**src/rtl/oven_pkg.sv**
```systemverilog
// Shared definitions for the oven front-end sequencer: state encodings and
// the limits of the configured cooking time.
package oven_pkg;

    typedef enum logic [2:0] {
        IDLE    = 3'd0,
        COOKING = 3'd1,
        PAUSED  = 3'd2,
        FINISH  = 3'd3
    } state_e;

    localparam int MAX_MIN  = 99;
    localparam int MAX_SEC  = 59;
    localparam int ADD_STEP = 30;

endpackage

```
**src/rtl/rise_detect_n.sv**
```systemverilog
// Single-bit rising-edge detector: registers the input each clock and flags
// the cycle in which the newest sample is high and the one before it was low.
module rise_detect_n (
    input  logic clk_i,
    input  logic rst_ni,
    input  logic d_i,
    output logic rise_o
);

    logic sample_q;
    logic prev_q;

    always_ff @(posedge clk_i or negedge rst_ni) begin
        if (!rst_ni) begin
            sample_q <= 1'b0;
            prev_q   <= 1'b0;
        end else begin
            sample_q <= d_i;
            prev_q   <= sample_q;
        end
    end

    assign rise_o = sample_q & ~prev_q;

endmodule

```
**src/rtl/oven_sequencer.sv**
```systemverilog
// Microwave front-end controller: owns the time setting, door interlock,
// heater/lamp/beep, and sequences the countdown timer with one-cycle pulses.
module oven_sequencer
    import oven_pkg::*;
#(
    parameter int BEEP_CYCLES = 150000000,
    parameter int PRESET0_MIN = 2,
    parameter int PRESET0_SEC = 0,
    parameter int PRESET1_MIN = 1,
    parameter int PRESET1_SEC = 30,
    parameter int PRESET2_MIN = 5,
    parameter int PRESET2_SEC = 0
) (
    input  logic       clock,
    input  logic       reset,
    input  logic       btn_start,
    input  logic       btn_stop,
    input  logic       btn_add30,
    input  logic [2:0] btn_preset,
    input  logic       door_open,
    input  logic       timer_done,
    output logic       tmr_start,
    output logic       tmr_stop,
    output logic       tmr_pause,
    output logic [6:0] min_cfg,
    output logic [6:0] sec_cfg,
    output logic       heater_on,
    output logic       lamp_on,
    output logic       beep,
    output logic [2:0] state_dbg
);

    localparam int CNT_W = $clog2(BEEP_CYCLES + 1);

    state_e           state_q, state_d;
    logic [6:0]       min_q, min_d;
    logic [6:0]       sec_q, sec_d;
    logic [CNT_W-1:0] cnt_q, cnt_d;
    logic             start_q, start_d;
    logic             stop_q, stop_d;
    logic             pause_q, pause_d;
    logic             heater_q, lamp_q, beep_q;
    logic             door_q;
    logic             done_s_q, done_p_q;

    logic       start_r, stop_r, add_r, door_r;
    logic [2:0] preset_r;
    logic       done_r, busy, any_evt, cfg_zero;
    logic [6:0] add_min, add_sec;
    logic       heater_d;

    rise_detect_n u_rd_start  (.clk_i(clock), .rst_ni(reset), .d_i(btn_start),     .rise_o(start_r));
    rise_detect_n u_rd_stop   (.clk_i(clock), .rst_ni(reset), .d_i(btn_stop),      .rise_o(stop_r));
    rise_detect_n u_rd_add30  (.clk_i(clock), .rst_ni(reset), .d_i(btn_add30),     .rise_o(add_r));
    rise_detect_n u_rd_door   (.clk_i(clock), .rst_ni(reset), .d_i(door_open),     .rise_o(door_r));
    rise_detect_n u_rd_pre0   (.clk_i(clock), .rst_ni(reset), .d_i(btn_preset[0]), .rise_o(preset_r[0]));
    rise_detect_n u_rd_pre1   (.clk_i(clock), .rst_ni(reset), .d_i(btn_preset[1]), .rise_o(preset_r[1]));
    rise_detect_n u_rd_pre2   (.clk_i(clock), .rst_ni(reset), .d_i(btn_preset[2]), .rise_o(preset_r[2]));

    // Door level and timer_done history share the button sampling latency.
    assign done_r   = done_s_q & ~done_p_q;
    assign busy     = start_q | stop_q | pause_q;
    assign any_evt  = start_r | stop_r | add_r | door_r | (|preset_r);
    assign cfg_zero = (min_q == 7'd0) && (sec_q == 7'd0);

    always_comb begin
        add_min = min_q;
        add_sec = sec_q;
        if (min_q == 7'(MAX_MIN) && sec_q >= 7'(MAX_SEC + 1 - ADD_STEP)) begin
            add_sec = 7'(MAX_SEC);
        end else if (sec_q >= 7'(MAX_SEC + 1 - ADD_STEP)) begin
            add_min = min_q + 7'd1;
            add_sec = sec_q - 7'(MAX_SEC + 1 - ADD_STEP);
        end else begin
            add_sec = sec_q + 7'(ADD_STEP);
        end
    end

    // The cycle after any timer pulse ignores events, so pulses never abut;
    // every COOKING entry carries tmr_start, which also masks timer_done then.
    always_comb begin
        state_d = state_q;
        min_d   = min_q;
        sec_d   = sec_q;
        cnt_d   = cnt_q;
        start_d = 1'b0;
        stop_d  = 1'b0;
        pause_d = 1'b0;
        case (state_q)
            IDLE: begin
                if (!busy) begin
                    if (stop_r) begin
                        min_d = '0;
                        sec_d = '0;
                    end else if (!door_r) begin
                        if (start_r) begin
                            if (!door_q && !cfg_zero) begin
                                start_d = 1'b1;
                                state_d = COOKING;
                            end
                        end else if (preset_r[0]) begin
                            min_d = 7'(PRESET0_MIN);
                            sec_d = 7'(PRESET0_SEC);
                        end else if (preset_r[1]) begin
                            min_d = 7'(PRESET1_MIN);
                            sec_d = 7'(PRESET1_SEC);
                        end else if (preset_r[2]) begin
                            min_d = 7'(PRESET2_MIN);
                            sec_d = 7'(PRESET2_SEC);
                        end else if (add_r) begin
                            min_d = add_min;
                            sec_d = add_sec;
                        end
                    end
                end
            end
            COOKING: begin
                if (!busy) begin
                    if (stop_r) begin
                        stop_d  = 1'b1;
                        min_d   = '0;
                        sec_d   = '0;
                        state_d = IDLE;
                    end else if (door_q) begin
                        pause_d = 1'b1;
                        state_d = PAUSED;
                    end else if (done_r) begin
                        cnt_d   = '0;
                        state_d = FINISH;
                    end
                end
            end
            PAUSED: begin
                if (!busy) begin
                    if (stop_r) begin
                        stop_d  = 1'b1;
                        min_d   = '0;
                        sec_d   = '0;
                        state_d = IDLE;
                    end else if (!door_r && start_r && !door_q) begin
                        start_d = 1'b1;
                        state_d = COOKING;
                    end
                end
            end
            FINISH: begin
                if (any_evt || cnt_q == CNT_W'(BEEP_CYCLES - 1)) begin
                    min_d   = '0;
                    sec_d   = '0;
                    state_d = IDLE;
                end else begin
                    cnt_d = cnt_q + CNT_W'(1);
                end
            end
            default: state_d = IDLE;
        endcase
    end

    // Heater drops on the very edge the door is seen open, whatever the state.
    assign heater_d = (state_d == COOKING) && !door_open;

    always_ff @(posedge clock or negedge reset) begin
        if (!reset) begin
            state_q  <= IDLE;
            min_q    <= '0;
            sec_q    <= '0;
            cnt_q    <= '0;
            start_q  <= 1'b0;
            stop_q   <= 1'b0;
            pause_q  <= 1'b0;
            heater_q <= 1'b0;
            lamp_q   <= 1'b0;
            beep_q   <= 1'b0;
            door_q   <= 1'b0;
            done_s_q <= 1'b0;
            done_p_q <= 1'b0;
        end else begin
            state_q  <= state_d;
            min_q    <= min_d;
            sec_q    <= sec_d;
            cnt_q    <= cnt_d;
            start_q  <= start_d;
            stop_q   <= stop_d;
            pause_q  <= pause_d;
            heater_q <= heater_d;
            lamp_q   <= door_open | heater_d;
            beep_q   <= (state_d == FINISH);
            door_q   <= door_open;
            done_s_q <= timer_done;
            done_p_q <= done_s_q;
        end
    end

    assign tmr_start = start_q;
    assign tmr_stop  = stop_q;
    assign tmr_pause = pause_q;
    assign min_cfg   = min_q;
    assign sec_cfg   = sec_q;
    assign heater_on = heater_q;
    assign lamp_on   = lamp_q;
    assign beep      = beep_q;
    assign state_dbg = state_q;

endmodule

```
**config.mk**
```make
export PLATFORM = sky130hd
export DESIGN_NAME = oven_sequencer
export DESIGN_NICKNAME = d
export VERILOG_FILES = /design/src/rtl/oven_pkg.sv /design/src/rtl/rise_detect_n.sv /design/src/rtl/oven_sequencer.sv
export SDC_FILE = /design/constraint.sdc
export NUM_CORES = 1
export LEC_CHECK = 0
export CORE_AREA = 2 2 80 82
export DETAILED_ROUTE_END_ITERATION = 16
export DIE_AREA = 0 0 82 84
export DONT_BUFFER_PORTS = 1
export PLACE_DENSITY = 0.84
export SKIP_CTS_REPAIR_TIMING = 1
export SYNTH_ARGS = -nofsm -noshare
export SYNTH_HDL_FRONTEND = slang
export SYNTH_SLANG_ARGS = --single-unit
```
**constraint.sdc**
```tcl
create_clock -name clock -period 6.5 [get_ports clock]
set_clock_uncertainty 0.05 [all_clocks]
set_input_delay 0 -clock clock [delete_from_list [all_inputs] [get_ports clock]]
set_output_delay 0 -clock clock [all_outputs]
set_load 0.05 [all_outputs]
```
# Word-level counts from Yosys, hierarchy flattened
# Cells that the tools add are included.
# W data, S select, Z words.
# totals
reg_bits	67
elab_cells	157
output_inout_bits	23
inputBits	10
# op_classes
n_eq_ne	21
addsub	4
n_bitwise	23
order_cmp	1
reduce_logical	21
muxes	61
# ops
op	n
$mux W7	23
$mux W28	5
$pmux W28 S2	1
$pmux W7 S3	2
$mux W3	13
$add A28 B1 Y28 const B	1
$eq A28 B28 Y1 const B	1
$ne A6 B3 Y1 const B	3
$ne A2 B2 Y1 const B	8
$mux W1	15
$logic_not A7 Y1	2
$pmux W3 S4	1
$reduce_and A10 Y1	1
$eq A3 B2 Y1 const B	3
$and A1 B1 Y1	8
$not A1 Y1	8
$reduce_and A8 Y1	1
$add A7 B1 Y7 const B	1
$add A7 B5 Y7 const B	1
$eq A7 B7 Y1 const B	1
$ge A7 B5 Y1 const B	1
$or A1 B1 Y1	7
$sub A7 B5 Y7 const B	1
$eq A3 B1 Y1 const B	2
12 further kinds	21

# Depth between registers and ports, before layout
# Gate-level depths: netlist of the first run.
# depth
depth_word	13
depth_mapped	9
mapped_depth_nobuf	8

# Modules after synthesis
# Synthesis of the first run repeated with hierarchy kept, for this count alone.
# unflattened
hier_cells	388
hier_area_um2	3799.9
# modules_own_cells
module	area_each_um2	n_inst	seq_area_each_um2	cells_each
oven_sequencer	3353.2	1	1351.3	367
rise_detect_n	63.8	7	50.0	3

# Worst setup path after synthesis of the first run
# Ideal clock, no wire load.
# synth_timing
kind	reg2reg
start	reg state_q[0], in the netlist state_dbg[0]
end	reg cnt_q[21]
setup_time_ns	0.132
required_ns	6.318
path_stages_with_launch	10
t_arrival_ns	2.479
period_less_slack_ns	2.661
n_path_buf	3
setup_slack_ns	3.839
path_cell_list	dfrtp_1 clkbuf_1 and3b_1 clkbuf_1 and3_1 o2111ai_4 buf_2 nor4_1 xnor2_1 nor2_1
# synth_via
elab_chain_len	3
word_cells_on_any_way	10
cone_classes	eq/ne (7); mux (1); reduce/logical (2)
# synth_rtl
element	line	text
from (decl)	oven_sequencer.sv:35	state_e state_q, state_d;
from (signal assigned)	oven_sequencer.sv:178	state_q <= state_d;
$eq A3 B1 Y1 / $eq A3 B2 Y1 (equally long branches)	oven_sequencer.sv:89	case (state_q)
$ne A2 B2 Y1 (no line) / $reduce_bool A2 Y1 (equally long branches)	--	
$reduce_and A6 Y1 (no line)	--	
to (signal assigned)	oven_sequencer.sv:181	cnt_q <= cnt_d;
to (decl)	oven_sequencer.sv:38	logic [CNT_W-1:0] cnt_q, cnt_d;
# Several ways; a longest one is shown, not always the timed one.
# A chain may end at the register's enable or synchronous reset.

# Worst setup path in the final report of the first run
# layout_timing
start	reg cnt_q[0]
end	reg sec_q[5], in the netlist sec_cfg[5]
# layout_via
elab_chain_len	4
# layout_rtl
element	line	text
$eq A28 B28 Y1	oven_sequencer.sv:147	if (any_evt || cnt_q == CNT_W'(BEEP_CYCLES - 1)) begin
$logic_or A1 B1 Y1	oven_sequencer.sv:147	
$ne A2 B2 Y1 (no line)	--	
$reduce_and A8 Y1 (no line)	--	
to (signal assigned)	oven_sequencer.sv:166	sec_q <= '0;
to (signal assigned)	oven_sequencer.sv:180	sec_q <= sec_d;
to (decl)	oven_sequencer.sv:37	logic [6:0] sec_q, sec_d;
# Every way passes these cells.

==> results of run 1 <==
worst reg2reg max path: stages, from the launching register on:
cell       delay, ns
dfrtp_1         0.39
ha_1            0.22
nand4_1         0.38
or4_1           0.71
o2111ai_4       0.63
nand3_4         0.35
o21ai_0         0.28
o31ai_1         0.10
stage by stage:
| step | hold slack, ns | worst slack, ns | instance area, sq um | total power [mW] | util |
|---|---|---|---|---|---|
| 6_report | 0.122 | 3.29 | 3820 | 1.06 | 0.627 |
| 5_1_grt | 0.132 | 3.07 | 3820 | 1.12 | 0.627 |
| 4_1_cts | -0.729 | 3.34 | 3710 | 1.05 | 0.608 |
| 3_5_place_dp | -0.344 | 3.35 | 3520 | 0.733 | 0.578 |
| 3_3_place_gp | -0.344 | 3.42 | 3520 | 0.727 | 0.578 |
| 2_1_floorplan | -0.346 | 3.84 | 3500 | 0.696 | - |
state kept, by name, summed over array words and instances, names as in the netlist, 3 cells and up:
register   flops
cnt_q         28
min_cfg        7
sec_cfg        7
state_dbg      3
where the power goes:
group          switching (mW)  internal, mW  leakage (nW)
combinational          0.0942        0.0739         0.578
clock                   0.176         0.145        0.0961
sequential              0.133         0.441         0.883
metal layers:
metal	share of wire	track usage	wire length (um)	vias to the layer above
li1	-	-	-	1347
met2	0.47	0.339	3420	83
met5	0	0	0	-
met1	0.46	0.309	3370	1359
met3	0.052	0.0487	376	9
met4	0.016	0.106	116	0
path summary, 6_finish.rpt:
kind / start / end / slack [ns] / cells after the start
worst max register to register: cnt_q[0] / sec_cfg[5] / 3.29 / 7
min in group clock: btn_preset[1] / u_rd_pre1.sample_q / 0.15 / 1
worst min-delay path: reset / sec_cfg[4] / 0.12 / 2
max in group asynchronous: reset / cnt_q[17] / 5.99 / 2
worst min register to register: u_rd_start.sample_q / u_rd_start.prev_q / 0.33 / 0
worst max-delay path: cnt_q[0] / sec_cfg[5] / 3.29 / 7
cell type report:
class,instances,share of cell area
multi-input combinational,269,0.444
clock buffer,9,0.0324
tap,77,0.0252
inverter,14,0.0137
sequential,67,0.438
clock inverter,7,0.0157
timing repair buffer,10,0.0308
synthesized netlist by cell type (4+ instances only):
cell	count	area (sq um)
nor2_1	42	158
or4_1	4	30.0
nand2_1	27	101
and3_1	7	43.8
a31oi_1	7	43.8
o31ai_1	5	37.5
inv_1	14	52.6
nor4_1	9	56.3
nor2b_1	4	25.0
nand2b_1	7	43.8
nor3_1	20	100
nand4_1	8	50.1
a21oi_1	9	45.0
nand3_1	12	60.1
o21ai_0	20	100
o311ai_0	4	35.0
ha_1	5	62.6
xnor2_1	16	140
or3_1	5	31.3
dfrtp_1	67	1680
clkbuf_1	10	37.5
kinds of logic (layout without fill, tap and decap cells):
family / after synthesis / after routing / synth area share
adders and majority gates: 5 / 5 / 0.0179
and+or+nand+nor: 167 / 167 / 0.259
DFF: 67 / 67 / 0.479
AOI/OAI and AO/OA: 76 / 76 / 0.156
buffers and inverters: 31 / 40 / 0.0365
xor gates and xnor gates: 18 / 18 / 0.0450
other: 1 / 1 / 0.00107
muxes: 2 / 2 / 0.00608
==> impl_metrics.json, run 1 <==
{
  "worstSetupPathType": "reg2reg",
  "antenna_found_initial": 0,
  "wirelength_um": 7280,
  "initial_utilization": 0.574,
  "grt_usage": 0.225,
  "yosys_warnings": 0,
  "cts_buffer_depth": 2,
  "end_kind": "register",
  "clock.fmax_mhz": 312,
  "avgSynthCellArea_sq_um": 9.54,
  "rsz0062_at_grt": "no",
  "hold_viol_final": 0,
  "dp_cells": 427,
  "die_h_um": 84,
  "rows": 29,
  "slew-limit-headroom": 0.407,
  "finalMaxSlewViolations": 0,
  "grt_max_degree": 68,
  "viasPerCell": 6.18,
  "final.period_utilization": 0.493,
  "clkSinkCount": 67,
  "cpMaxStageDelayCell": "or4_1",
  "via_count": 2798,
  "wl_per_cell_um": 16.1,
  "finalSetupTns_ns": 0,
  "status": "completed",
  "critPathArrivalTime_ns": 3.39,
  "diodes": 0,
  "core_area_sq_um": 6100,
  "seqCellArea_sq_um": 1680,
  "fin_cells": 453,
  "maxCapViolCount": 0,
  "worstPathCellList": "ha_1 -> nand4_1 -> or4_1 -> o2111ai_4 -> nand3_4 -> o21ai_0 -> o31ai_1",
  "layout_common_cells": "dfrtp_1, nor2_1, nand2_1",
  "h-tree-depth": 3,
  "synthToLayoutAreaGrowth_pct": 9.22,
  "synth_edf_count": 0,
  "die_w_um": 82,
  "port_buffers": 0,
  "hold_class": "in2async",
  "ys.flop_type": "dfrtp_1",
  "async_reset_ff_frac": 1.00,
  "irDropWorstVdd_mv": 0.204,
  "grt_pass1_vias": 2631,
  "drive_gt1_frac": 0.0771,
  "root_buffer": "clkbuf_8",
  "syn-num-nets": 382,
  "ys_seq_elements": 67,
  "overflow": 0,
  "nets": 386,
  "p_leak_nw": 1.56,
  "worst-path-max-fanout": 26,
  "layout.cells.most_common": "dfrtp_1",
  "clkTransAtPathRegs_ns": 0.08,
  "grt_pass1_wl_um": 12000,
  "dieArea_sq_um": 6890,
  "cp.buffers_inverters": 0,
  "yosysSeqAreaShare": 0.479,
  "tightest_slew_ns": 0.889,
  "clk_latency_ns": 0.35,
  "dpl.hpwl_um": 4930,
  "cts_tree": "done",
  "critPathLaunchType": "register",
  "syn_inst": 367,
  "syn_area_sq_um": 3500,
  "drc": 0,
  "multi_input_area_sq_um": 1700,
  "cts_buffers": 9,
  "post-route-min-period_ns": 3.21,
  "drtPass1Iterations": 4,
  "n_fill_cell": 493,
  "required_ns": 6.68,
  "setup_violations": 0,
  "drtIter0Drc": 180,
  "ys_types": 62,
  "drtAntennaViolNets": 0,
  "p_per_area_nw_per_um2": 278,
  "io_pins": 33,
  "cp_top_family": "simple AND/OR/NAND/NOR gates",
  "gp_congestion": 0.906,
  "critPathMaxStageDelay_ns": 0.71
}
Note: power is estimated with default switching activity, not from simulation.
==> run 2, diff against run 1 <==
--- a/config.mk
+++ b/config.mk
@@ -5,9 +5,9 @@
 export SDC_FILE = /design/constraint.sdc
 export NUM_CORES = 1
 export LEC_CHECK = 0
-export CORE_AREA = 2 2 80 82
+export CORE_AREA = 2 2 82 84
 export DETAILED_ROUTE_END_ITERATION = 16
-export DIE_AREA = 0 0 82 84
+export DIE_AREA = 0 0 84 86
 export DONT_BUFFER_PORTS = 1
 export PLACE_DENSITY = 0.84
 export SKIP_CTS_REPAIR_TIMING = 1
==> constraint.sdc (replaced) <==
create_clock -name clock -period 2.7 [get_ports clock]
set_clock_uncertainty 0.05 [all_clocks]
set_input_delay 0 -clock clock [delete_from_list [all_inputs] [get_ports clock]]
set_output_delay 0 -clock clock [all_outputs]
set_load 0.05 [all_outputs]
==> run 2 against run 1 <==
Global-route usage rose by 0.32 points. Core utilization up 2.2 points. Flip-flop and latch count is the same. Cell count is 6.8% higher. First-iteration DRC count is 110% higher. Non-clock buffer count grew 31. Register-to-register slack worse by 3.2 ns. Critical endpoint is now cnt_q[3].
==> impl_metrics.json, run 2 (same netlist as run 1, synthesis figures left out) <==
{
  "port_buffers": 0,
  "p_per_area_nw_per_um2": 669,
  "hold_viol_final": 0,
  "tightest_slew_ns": 0.606,
  "largest_reg_flops": 28,
  "end_kind": "register",
  "p_leak_nw": 1.71,
  "worst_slack_ns": 0.139,
  "h-tree-depth": 3,
  "die_w_um": 84,
  "clkSinkCount": 67,
  "viasPerCell": 6.29,
  "p_sw_mw": 0.982,
  "p_clk_frac": 0.307,
  "post-route-min-period_ns": 2.56,
  "wirelength_um": 7990,
  "finalMaxSlewViolations": 0,
  "pwr-share-comb": 0.275,
  "dpl_worst_slack_ns": 0.102,
  "seqPwrFrac": 0.418,
  "slew-limit-headroom": 0.591,
  "clkTransAtPathRegs_ns": 0.08,
  "grt_usage": 0.229,
  "grt_pass1_vias": 2773,
  "overflow": 0,
  "drive_gt1_frac": 0.147,
  "n_fill_cell": 484,
  "cts_buffer_depth": 2,
  "dpl.hpwl_um": 5330,
  "largest-register": "cnt_q",
  "worst-path-max-fanout": 23,
  "grt_pass1_wl_um": 13100,
  "diodes": 0,
  "root_buffer": "clkbuf_8",
  "clock.fmax_mhz": 391,
  "drtPass1Iterations": 5,
  "worstSetupPathType": "reg2reg",
  "drtIter0Drc": 373,
  "hold_class": "in2async",
  "multi_input_area_sq_um": 1700,
  "clk_latency_ns": 0.37,
  "synthToLayoutAreaGrowth_pct": 16.4,
  "dpl_cell_area_sq_um": 3750,
  "maxCapViolCount": 0,
  "initial_utilization": 0.558,
  "critPathArrivalTime_ns": 2.73,
  "rows": 29,
  "io_pins": 33,
  "die_h_um": 86,
  "drtAntennaViolNets": 0,
  "power_mw": 2.73,
  "core_area_sq_um": 6280,
  "final.period_utilization": 0.948,
  "wl_per_cell_um": 16.5,
  "nets": 417,
  "internal_power_mw": 1.74,
  "drc": 0,
  "rsz0062_at_grt": "yes",
  "final_cell_area_sq_um": 4080,
  "dieArea_sq_um": 7220,
  "layout.cells.most_common": "dfrtp_1",
  "status": "completed",
  "irDropWorstVdd_mv": 0.650,
  "cts_tree": "done",
  "critPathLaunchType": "register",
  "via_count": 3043,
  "switching_share": 0.360,
  "seqCellArea_sq_um": 1680,
  "antenna_found_initial": 0,
  "grt_max_degree": 68,
  "cts_buffers": 9,
  "required_ns": 2.87,
  "gp_congestion": 0.931,
  "setup_violations": 0,
  "layout_common_cells": "dfrtp_1, nor2_1, buf_4"
}
==> run 2: changes by cell type in the layout (fill, tap and decap cells not counted), moves of 2 or more <==
cell / delta
clkinvlp_4: +3
buf_4: +30
inv_6: -2
clkinv_4: -2
==> run 2: metal layers <==
metal | global-route usage | wire (um) | vias to the layer above
met1 | 0.320 | 3550 | 1460
met4 | 0.114 | 189 | 0
met3 | 0.0549 | 581 | 23
li1 | - | - | 1416
met2 | 0.335 | 3670 | 144
met5 | 0 | 0 | -
==> run 2: stage by stage <==
step	instances	utilization	TNS [ns]	hold WS, ns
global placement	458	0.598	0	-0.344
global route	484	0.649	-0.0323	0.131
finish	484	0.649	0	0.103
floorplan	367	-	0	-0.346
CTS	474	0.629	0	-0.736
detailed placement	458	0.598	0	-0.344
==> run 2: final timing paths <==
| kind | end | cells after the start | from | slack [ns] |
|---|---|---|---|---|
| max reg2reg | cnt_q[3] | 7 | cnt_q[24] | 0.14 |
| min reg2reg | u_rd_pre2.prev_q | 0 | u_rd_pre2.sample_q | 0.32 |
| max | cnt_q[3] | 7 | cnt_q[24] | 0.14 |
| min in group clock | done_s_q | 1 | timer_done | 0.14 |
| max in group asynchronous | cnt_q[14] | 2 | reset | 2.20 |
| min | sec_cfg[4] | 2 | reset | 0.10 |
==> run 2: worst max-delay path: stages (launching register included) <==
cell       delay (ns)
dfrtp_1          0.40
or4b_1           0.53
or4_4            0.55
o2111ai_4        0.31
buf_6            0.25
nor3_1           0.07
a31oi_1          0.14
o21ai_0          0.10
==> run 2: final cells by class <==
type,instances,share of cell area
Multi-Input combinational cell,269,0.418
Sequential cell,67,0.411
Timing Repair Buffer,41,0.0869
Clock buffer,10,0.0313
Tap cell,77,0.0236
Clock inverter,6,0.0163
Inverter,14,0.0129
==> run 2: power groups by stage <==
| stage | sequential (mW) | combinational, mW | clock, mW |
|---|---|---|---|
| after floorplan | 1.34 | 0.335 | 0 |
| after global placement | 1.15 | 0.687 | 0 |
| after detailed placement | 1.16 | 0.702 | 0 |
| after CTS | 1.14 | 0.704 | 0.850 |
| after global routing | 1.15 | 0.810 | 0.902 |
| final | 1.14 | 0.748 | 0.837 |
